`src/rtl/serial_magnitude_comparator_pkg.sv`:
```
// Shared types for the magnitude comparators: FSM states, default width and
// the lesser/greater/equal verdict triple.
package cmp_pkg;

  typedef enum logic {
    COLLECT,
    RESULT
  } state_t;

  localparam int unsigned CMP_N = 16;

  typedef struct packed {
    logic lesser;
    logic greater;
    logic equal;
  } cmp_result_t;

endpackage

```
`src/rtl/serial_magnitude_comparator_if.sv`:
```
// Beat stream in, verdict stream out, for the bit-serial magnitude comparator.
interface serial_magnitude_comparator_if #(
  parameter int unsigned N = 16
);
  localparam int unsigned CW = $clog2(N + 1);

  logic          in_valid;
  logic          in_ready;
  logic          a_bit;
  logic          b_bit;
  logic          in_last;
  logic          res_valid;
  logic          res_ready;
  logic          lesser;
  logic          greater;
  logic          equal;
  logic          len_err;
  logic [CW-1:0] bit_count;

  modport master (
    output in_valid, a_bit, b_bit, in_last, res_ready,
    input  in_ready, res_valid, lesser, greater, equal, len_err, bit_count
  );

  modport slave (
    input  in_valid, a_bit, b_bit, in_last, res_ready,
    output in_ready, res_valid, lesser, greater, equal, len_err, bit_count
  );
endinterface

```
`src/rtl/serial_magnitude_comparator.sv`:
```
// Bit-serial unsigned magnitude comparator: operands arrive MSB first, one bit
// pair per beat; the first differing pair decides the verdict for the frame.
module serial_magnitude_comparator
  import cmp_pkg::*;
#(
  parameter int unsigned N = CMP_N
) (
  input logic                          clk,
  input logic                          rst,
  serial_magnitude_comparator_if.slave bus
);
  localparam int unsigned CW = $clog2(N + 1);

  state_t        state, state_next;
  logic [CW-1:0] cnt, cnt_inc, bit_count_q;
  logic          decided, gt, decided_nx, gt_nx;
  logic          accept, frame_end, len_err_q;
  cmp_result_t   res_q, res_nx;

  always_comb begin
    accept     = bus.in_valid && (state == COLLECT);
    cnt_inc    = cnt + CW'(1);
    frame_end  = accept && (bus.in_last || (cnt_inc == CW'(N)));
    decided_nx = decided | (bus.a_bit ^ bus.b_bit);
    gt_nx      = (!decided && (bus.a_bit != bus.b_bit)) ? bus.a_bit : gt;
    res_nx.lesser  = decided_nx & ~gt_nx;
    res_nx.greater = decided_nx & gt_nx;
    res_nx.equal   = ~decided_nx;
  end

  always_comb begin
    state_next = state;
    case (state)
      COLLECT: if (frame_end) state_next = RESULT;
      RESULT:  if (bus.res_ready) state_next = COLLECT;
      default: state_next = COLLECT;
    endcase
  end

  always_ff @(posedge clk) begin
    if (rst) state <= COLLECT;
    else     state <= state_next;
  end

  always_ff @(posedge clk) begin
    if (rst) begin
      cnt         <= '0;
      decided     <= 1'b0;
      gt          <= 1'b0;
      res_q       <= '0;
      len_err_q   <= 1'b0;
      bit_count_q <= '0;
    end else if (frame_end) begin
      // Verdict includes the closing beat itself; tracking state restarts for the next frame.
      res_q       <= res_nx;
      bit_count_q <= cnt_inc;
      len_err_q   <= !(bus.in_last && (cnt_inc == CW'(N)));
      cnt         <= '0;
      decided     <= 1'b0;
      gt          <= 1'b0;
    end else if (accept) begin
      cnt     <= cnt_inc;
      decided <= decided_nx;
      gt      <= gt_nx;
    end else if (state == RESULT && bus.res_ready) begin
      res_q       <= '0;
      len_err_q   <= 1'b0;
      bit_count_q <= '0;
    end
  end

  assign bus.in_ready  = (state == COLLECT);
  assign bus.res_valid = (state == RESULT);
  assign bus.lesser    = res_q.lesser;
  assign bus.greater   = res_q.greater;
  assign bus.equal     = res_q.equal;
  assign bus.len_err   = len_err_q;
  assign bus.bit_count = bit_count_q;

endmodule

```
`src/flat_wrapper.sv`:
```
// flat-port wrapper written by rule: the top's interface ports become plain ports
module serial_magnitude_comparator_flat import cmp_pkg::*;
#(
  parameter int unsigned N = CMP_N
)
  (clk, rst, bus_in_valid, bus_a_bit, bus_b_bit, bus_in_last, bus_res_ready, bus_in_ready, bus_res_valid, bus_lesser, bus_greater, bus_equal, bus_len_err, bus_bit_count);
  serial_magnitude_comparator_if #(.N(N)) bus_i ();
  input logic clk;
  input logic rst;
  input wire logic [$bits(bus_i.in_valid)-1:0] bus_in_valid;
  input wire logic [$bits(bus_i.a_bit)-1:0] bus_a_bit;
  input wire logic [$bits(bus_i.b_bit)-1:0] bus_b_bit;
  input wire logic [$bits(bus_i.in_last)-1:0] bus_in_last;
  input wire logic [$bits(bus_i.res_ready)-1:0] bus_res_ready;
  output wire logic [$bits(bus_i.in_ready)-1:0] bus_in_ready;
  output wire logic [$bits(bus_i.res_valid)-1:0] bus_res_valid;
  output wire logic [$bits(bus_i.lesser)-1:0] bus_lesser;
  output wire logic [$bits(bus_i.greater)-1:0] bus_greater;
  output wire logic [$bits(bus_i.equal)-1:0] bus_equal;
  output wire logic [$bits(bus_i.len_err)-1:0] bus_len_err;
  output wire logic [$bits(bus_i.bit_count)-1:0] bus_bit_count;
  assign bus_i.in_valid = bus_in_valid;
  assign bus_i.a_bit = bus_a_bit;
  assign bus_i.b_bit = bus_b_bit;
  assign bus_i.in_last = bus_in_last;
  assign bus_i.res_ready = bus_res_ready;
  assign bus_in_ready = bus_i.in_ready;
  assign bus_res_valid = bus_i.res_valid;
  assign bus_lesser = bus_i.lesser;
  assign bus_greater = bus_i.greater;
  assign bus_equal = bus_i.equal;
  assign bus_len_err = bus_i.len_err;
  assign bus_bit_count = bus_i.bit_count;
  serial_magnitude_comparator #(.N(N)) u_core (.clk(clk), .rst(rst), .bus(bus_i));
endmodule
```
`config.mk`:
```
export PLATFORM = sky130hd
export DESIGN_NAME = serial_magnitude_comparator_flat
export DESIGN_NICKNAME = d
export VERILOG_FILES = /design/src/rtl/serial_magnitude_comparator_pkg.sv /design/src/rtl/serial_magnitude_comparator_if.sv /design/src/rtl/serial_magnitude_comparator.sv /design/src/flat_wrapper.sv
export SDC_FILE = /design/constraint.sdc
export NUM_CORES = 1
export LEC_CHECK = 0
export BUFFER_PORTS_ARGS = -buffer_cell sky130_fd_sc_hd__buf_2
export CORE_MARGIN = 8
export CORE_UTILIZATION = 38
export DETAILED_ROUTE_END_ITERATION = 12
export GPL_TIMING_DRIVEN = 1
export PLACE_DENSITY = 0.57
export SYNTH_ARGS = -nofsm -noshare
export SYNTH_HDL_FRONTEND = slang
export SYNTH_SLANG_ARGS = --single-unit
```
`constraint.sdc`:
```
create_clock -name clk -period 2.45 [get_ports clk]
set_input_delay 0.49 -clock clk [delete_from_list [all_inputs] [get_ports clk]]
set_output_delay 0.49 -clock clk [all_outputs]
set_load 0.02 [all_outputs]
```
Word-level counts from Yosys, hierarchy flattened --
Index checks and enable logic that the tools add are counted.
Storage, ports and cells: flip-flop bits (word level) 17, input port bits 7, output and inout bits 11
Cells by class: bitwise logic cells 7, mux-type cells 13, add/subtract/negate cells 1, reductions and logical operators 11, equal/unequal tests 3
Operators with widths (count):
- 5-bit 2-to-1 mux | 3
- 3-bit 2-to-1 mux | 3
- 1-bit 2-to-1 mux | 6
- 5-bit by 1-bit adder with 5-bit output, second input constant | 1
- 5-bit equality test, second input constant | 1
- 1-bit logical AND | 5
- 1-bit NOT | 3
- 1-bit bitwise AND | 2
- 1-bit zero test | 2
- 2-bit inequality test, second input constant | 1
- 1-bit case mux with 2 select lines | 1
- 2-bit AND reduction | 1
- 2-bit nonzero test | 1
- 2-bit OR reduction | 1
- 1-bit logical OR | 1
- 1-bit inequality test | 1
- 1-bit OR | 1
- 1-bit bitwise XOR | 1

Longest topological paths before layout --
word-level depth 6, gate-level depth with buffers 6, gate-level depth less buffers 6

Worst setup path after synthesis --
Ideal clock, no wire load.
path kind register to register, start point register u_core.cnt[0], end point register u_core.bit_count_q[2], in the netlist u_core.bus.bit_count[2], library setup time 0.117 ns, arrival 1.744 ns, path buffers 0, cell stages (with the launch flop) 7, data required time 2.333 ns, setup slack 0.589 ns, cell sequence dfxtp_1 > ha_1 > nand4b_1 > and2_1 > a221oi_1 > nor3_2 > a22o_1
Between the ends: longest elaborated chain between the ends 6, elaborated cells on any way between the ends 8
RTL lines:
- start, declared | RTL line serial_magnitude_comparator.sv:15 | logic [CW-1:0] cnt, cnt_inc, bit_count_q;
- start signal, assigned | RTL line serial_magnitude_comparator.sv:62 | cnt <= cnt_inc;
- 5-bit by 1-bit adder with 5-bit output * | RTL line serial_magnitude_comparator.sv:22 | cnt_inc = cnt + CW'(1);
- 5-bit equality test | RTL line serial_magnitude_comparator.sv:23 | frame_end = accept && (bus.in_last || (cnt_inc == CW'(N)));
- 1-bit logical OR | RTL line serial_magnitude_comparator.sv:23
- 1-bit logical AND | RTL line serial_magnitude_comparator.sv:23
- 2-bit inequality test (no source line) / 2-bit nonzero test (equally long branches)
- 2-bit AND reduction (no source line)
- end signal, assigned | RTL line serial_magnitude_comparator.sv:56 | bit_count_q <= cnt_inc;
- end, declared | RTL line serial_magnitude_comparator.sv:15
Mark *: on every way between the ends. The rest lies on a longest branch, timed or not. A chain may end at the register's enable or synchronous reset.

Worst setup path in the final report --
start point register u_core.cnt[0], end point register u_core.len_err_q, in the netlist u_core.bus.len_err
Between the ends: longest elaborated chain between the ends 6, elaborated cells on any way between the ends 10
RTL lines:
- 5-bit by 1-bit adder with 5-bit output * | RTL line serial_magnitude_comparator.sv:22
- 5-bit equality test * | RTL line serial_magnitude_comparator.sv:23, serial_magnitude_comparator.sv:57
- 1-bit logical OR | RTL line serial_magnitude_comparator.sv:23
- 1-bit logical AND | RTL line serial_magnitude_comparator.sv:23
- 2-bit inequality test (no source line) / 2-bit nonzero test (equally long branches)
- 2-bit AND reduction (no source line)
- end signal, assigned | RTL line serial_magnitude_comparator.sv:57 | len_err_q <= !(bus.in_last && (cnt_inc == CW'(N)));
- end, declared | RTL line serial_magnitude_comparator.sv:17 | logic accept, frame_end, len_err_q;
Marks and branches as above.

==> impl_results.md <==
- Status: finished clean
- Average wire per standard cell: about 13 um
- Core area: around 0.0021 mm2
- Post-CTS setup buffers: 0
- Die area: around 0.0039 mm2
- Top post-synthesis cells by area: dfxtp_1 42%, xnor2_1 5.3%, nand2_1 4.1%, nor2_1 4.1%, a21oi_1 3.7%
- Power Density: 554 mW/mm2
- Via-to-Cell Ratio: roughly 5.0
- Clock skew: 0.00337 ns
- Fmax achieved: between 400 and 500 MHz
- Crit path capture: u_core.bus.len_err$_SDFFE_PP0P_
- Syn_nets: between 90 and 100
- Worst R2R End: u_core.bus.len_err$_SDFFE_PP0P_
- Async S/R FF share, synth: 0%
- Sequential area share after synthesis: between 40 and 50%
- Footprint of the multi-input gates: approximately 440 um2
- Residual overflow from global routing: 0
- Hpwl dp: between 1000 and 1500 um
- Hold depth: 2
- Yosys warning count: 0
- Clock power frac: between 20% and 30%
- Setup TNS: 0 ns
- FP Rows: 17
- Max-slew violations: 0
- Clock-pin transition on the worst setup and hold timing paths: 0.10 ns
- Largest net degree at the start of global routing: 10
- CTS tree: yes
- Area leader, netlist: dfxtp_1
- CTS sink cnt: 17
- Critical Path Fanout Max: 8
- Slew @ Worst Pin: between 0.5 and 0.6 ns
- Sw frac: ~28%
- Worst-Skew Late Latency: 0.29 ns
- Filler Cells Inserted: roughly 230
- Combinational Power Share: between 10% and 20%
- Drt total wl: 1770 um
- CP bufs+invs: 0
- Starting density of the core: around two fifths
- Area growth syn-to-layout: 15.6%
- Crit path DAT: around 2.4 ns
- Cts repair resizes: 0
- R2R Setup Slk: between 0.2 and 0.3 ns
- Worst vdd ir: 432 uV
- CP startpoint: u_core.cnt[0]$_SDFFE_PP0P_
- Register Area: between 300 and 400 um2
- Mapped Area: a little over 800 um2
- Crit path required time: about 2.7 ns
- N_diodes: 0
- Relative slew slack: a little under two thirds
- DRC Markers: 0
- RSZ-0062 raised after global routing: no
- Maximum clock path buffer count: 2
- Syn_area_per_cell: a little over 9 um2
- Die X: 62.4 um
- Crit end category: flip-flop
- Min Tclk post-route: approximately 2.2 ns
- All-Layer GR Usage: a little under a tenth
- I/O pins: 18
- Reg2reg path depth: 6
- Final period utilization: 87.8%
- Port buffer count: 17
- CTS Buf Count: 3
- Crit-path cells: ha_1 -> and3b_2 -> o21ai_0 -> a221oi_1 -> nor3_2 -> a22o_1
- Post-route ant nets: 0
- Crit path launch type: flip-flop
- CTS Hold Buffers Added: 0
- Non-filler instance count after layout: around 140
- Commonest non-fill, non-tap cells in the layout: 17 x buf_2, 17 x dfxtp_1, 9 x nand2_1, 9 x nor2_1, 6 x a21oi_1
- Top FF cell, synth: dfxtp_1
- H-tree Lvls: 1
- Global-route wire length before repair: around 3000 um
- Placed cells: 131
- FF-to-FF Start: u_core.cnt[0]$_SDFFE_PP0P_
- Yosys reg bits: 17
- CTS root buf: clkbuf_4
- Synth top area share: 41.5%
- # setup viols final: 0
- Flop pwr share: between 50% and 60%
- RD Place Congestion: 0.751
- Cell Int Power: 380 uW
- Vias: between 600 and 700
- CP top delay family: simple AND/OR/NAND/NOR gates
- DR pass1 iterations: 4
- Antenna violations before repair: 0
- Post-synth EDFFs: 0
- Number of nets in the layout: approximately 120
- Leakage: about 0.4 nW
- Final Hold Fails: 0
- Die Ht: roughly 62 um
- Synth Instances: between 80 and 90
- Vias in the first global route: just under 700
- Iteration-0 DRC Markers: 11
- P_sw: around 140 uW
- Worst Hold Class: in -> reg
- Ratio of cells with drive above 1 in the final layout: 24.3%
- WS Path Type: reg -> reg
- Max_cap viols: 0
- Crit-path slowest cell: nor3_2
- Slowest stage delay, CP: about 0.5 ns
- Worst path depth: 6
- Yosys cell types: 30
-- kinds of logic (layout without fill, tap and decap cells) --
| logic type | after synthesis | count (layout) | synth area share (%) |
|---|---|---|---|
| AND/OR/NAND/NOR | 31 | 31 | 20.8 |
| buffers and inverters | 7 | 26 | 4.58 |
| flip-flops | 17 | 17 | 41.5 |
| multiplexers | 1 | 1 | 1.83 |
| AO/OA/AOI/OAI | 22 | 22 | 19.7 |
| XOR/XNOR | 8 | 8 | 8.55 |
| adder cells (fa/ha/maj) | 2 | 2 | 3.05 |
-- final cells by class --
type                    instances  share of cell area, %
clock buffers                   4                   2.77
inverters                       5                   1.98
multi-input cells              64                   46.6
flip-flops and latches         17                   35.9
well taps                      28                   3.70
repair buffers                 17                   8.98
-- sequential cells by signal, indices dropped and copies added (netlist names) --
name                  cells
u_core.bus.equal          1
u_core.gt                 1
u_core.cnt                5
u_core.bus.len_err        1
u_core.decided            1
u_core.bus.res_valid      1
u_core.bus.bit_count      5
u_core.bus.lesser         1
u_core.bus.greater        1
-- per-stage QoR --
step	util [%]	setup WS, ns	power (mW)	cell area, um2	hold WS [ns]
2_1_floorplan	-	0.589	0.353	820	0.446
3_3_place_gp	43.3	0.442	0.378	921	0.453
3_5_place_dp	43.3	0.376	0.379	921	0.450
4_1_cts	44.5	0.333	0.532	947	0.420
5_1_grt	44.5	0.131	0.550	947	0.432
6_report	44.5	0.300	0.525	947	0.424
-- power groups by stage --
stage	logic, mW	clock network (mW)	registers, mW
2_1_floorplan	0.0408	0	0.312
3_3_place_gp	0.0729	0	0.305
3_5_place_dp	0.0735	0	0.306
4_1_cts	0.0737	0.158	0.300
5_1_grt	0.0819	0.167	0.301
6_report	0.0729	0.152	0.300
-- cells in the mapped netlist, types with 2 or more instances --
| library cell | n |
|---|---|
| xnor2_1 | 5 |
| a32o_1 | 3 |
| nand2b_1 | 3 |
| nor2_1 | 9 |
| inv_1 | 5 |
| nand2_1 | 9 |
| a22o_2 | 2 |
| ha_1 | 2 |
| a21oi_1 | 6 |
| and2_1 | 2 |
| dfxtp_1 | 17 |
| o21ai_0 | 4 |
| xor2_1 | 3 |
| a22o_1 | 2 |
-- worst min-delay path by stage --
| stage | start | end | slack [ns] |
|---|---|---|---|
| 2_1_floorplan | u_core.gt$_SDFFE_PP0P_ | u_core.gt$_SDFFE_PP0P_ | 0.45 |
| 3_3_place_gp | u_core.bus.bit_count[3]$_SDFFE_PP0P_ | u_core.bus.bit_count[3]$_SDFFE_PP0P_ | 0.45 |
| 3_5_place_dp | u_core.bus.bit_count[0]$_SDFFE_PP0P_ | u_core.bus.bit_count[0]$_SDFFE_PP0P_ | 0.45 |
| 4_1_cts | rst | u_core.bus.res_valid$_SDFF_PP0_ | 0.42 |
| 5_1_grt | rst | u_core.bus.res_valid$_SDFF_PP0_ | 0.43 |
| 6_report | rst | u_core.bus.res_valid$_SDFF_PP0_ | 0.42 |
-- per-layer routing --
metal	GRT usage, %	vias to the layer above	part of all wire, %
met3	3.58	2	4.9
li1	-	350	-
met1	10.9	309	50
met4	4.27	0	1.4
met2	14.7	14	44
met5	0	-	0
(Power assumes the default switching activity.)
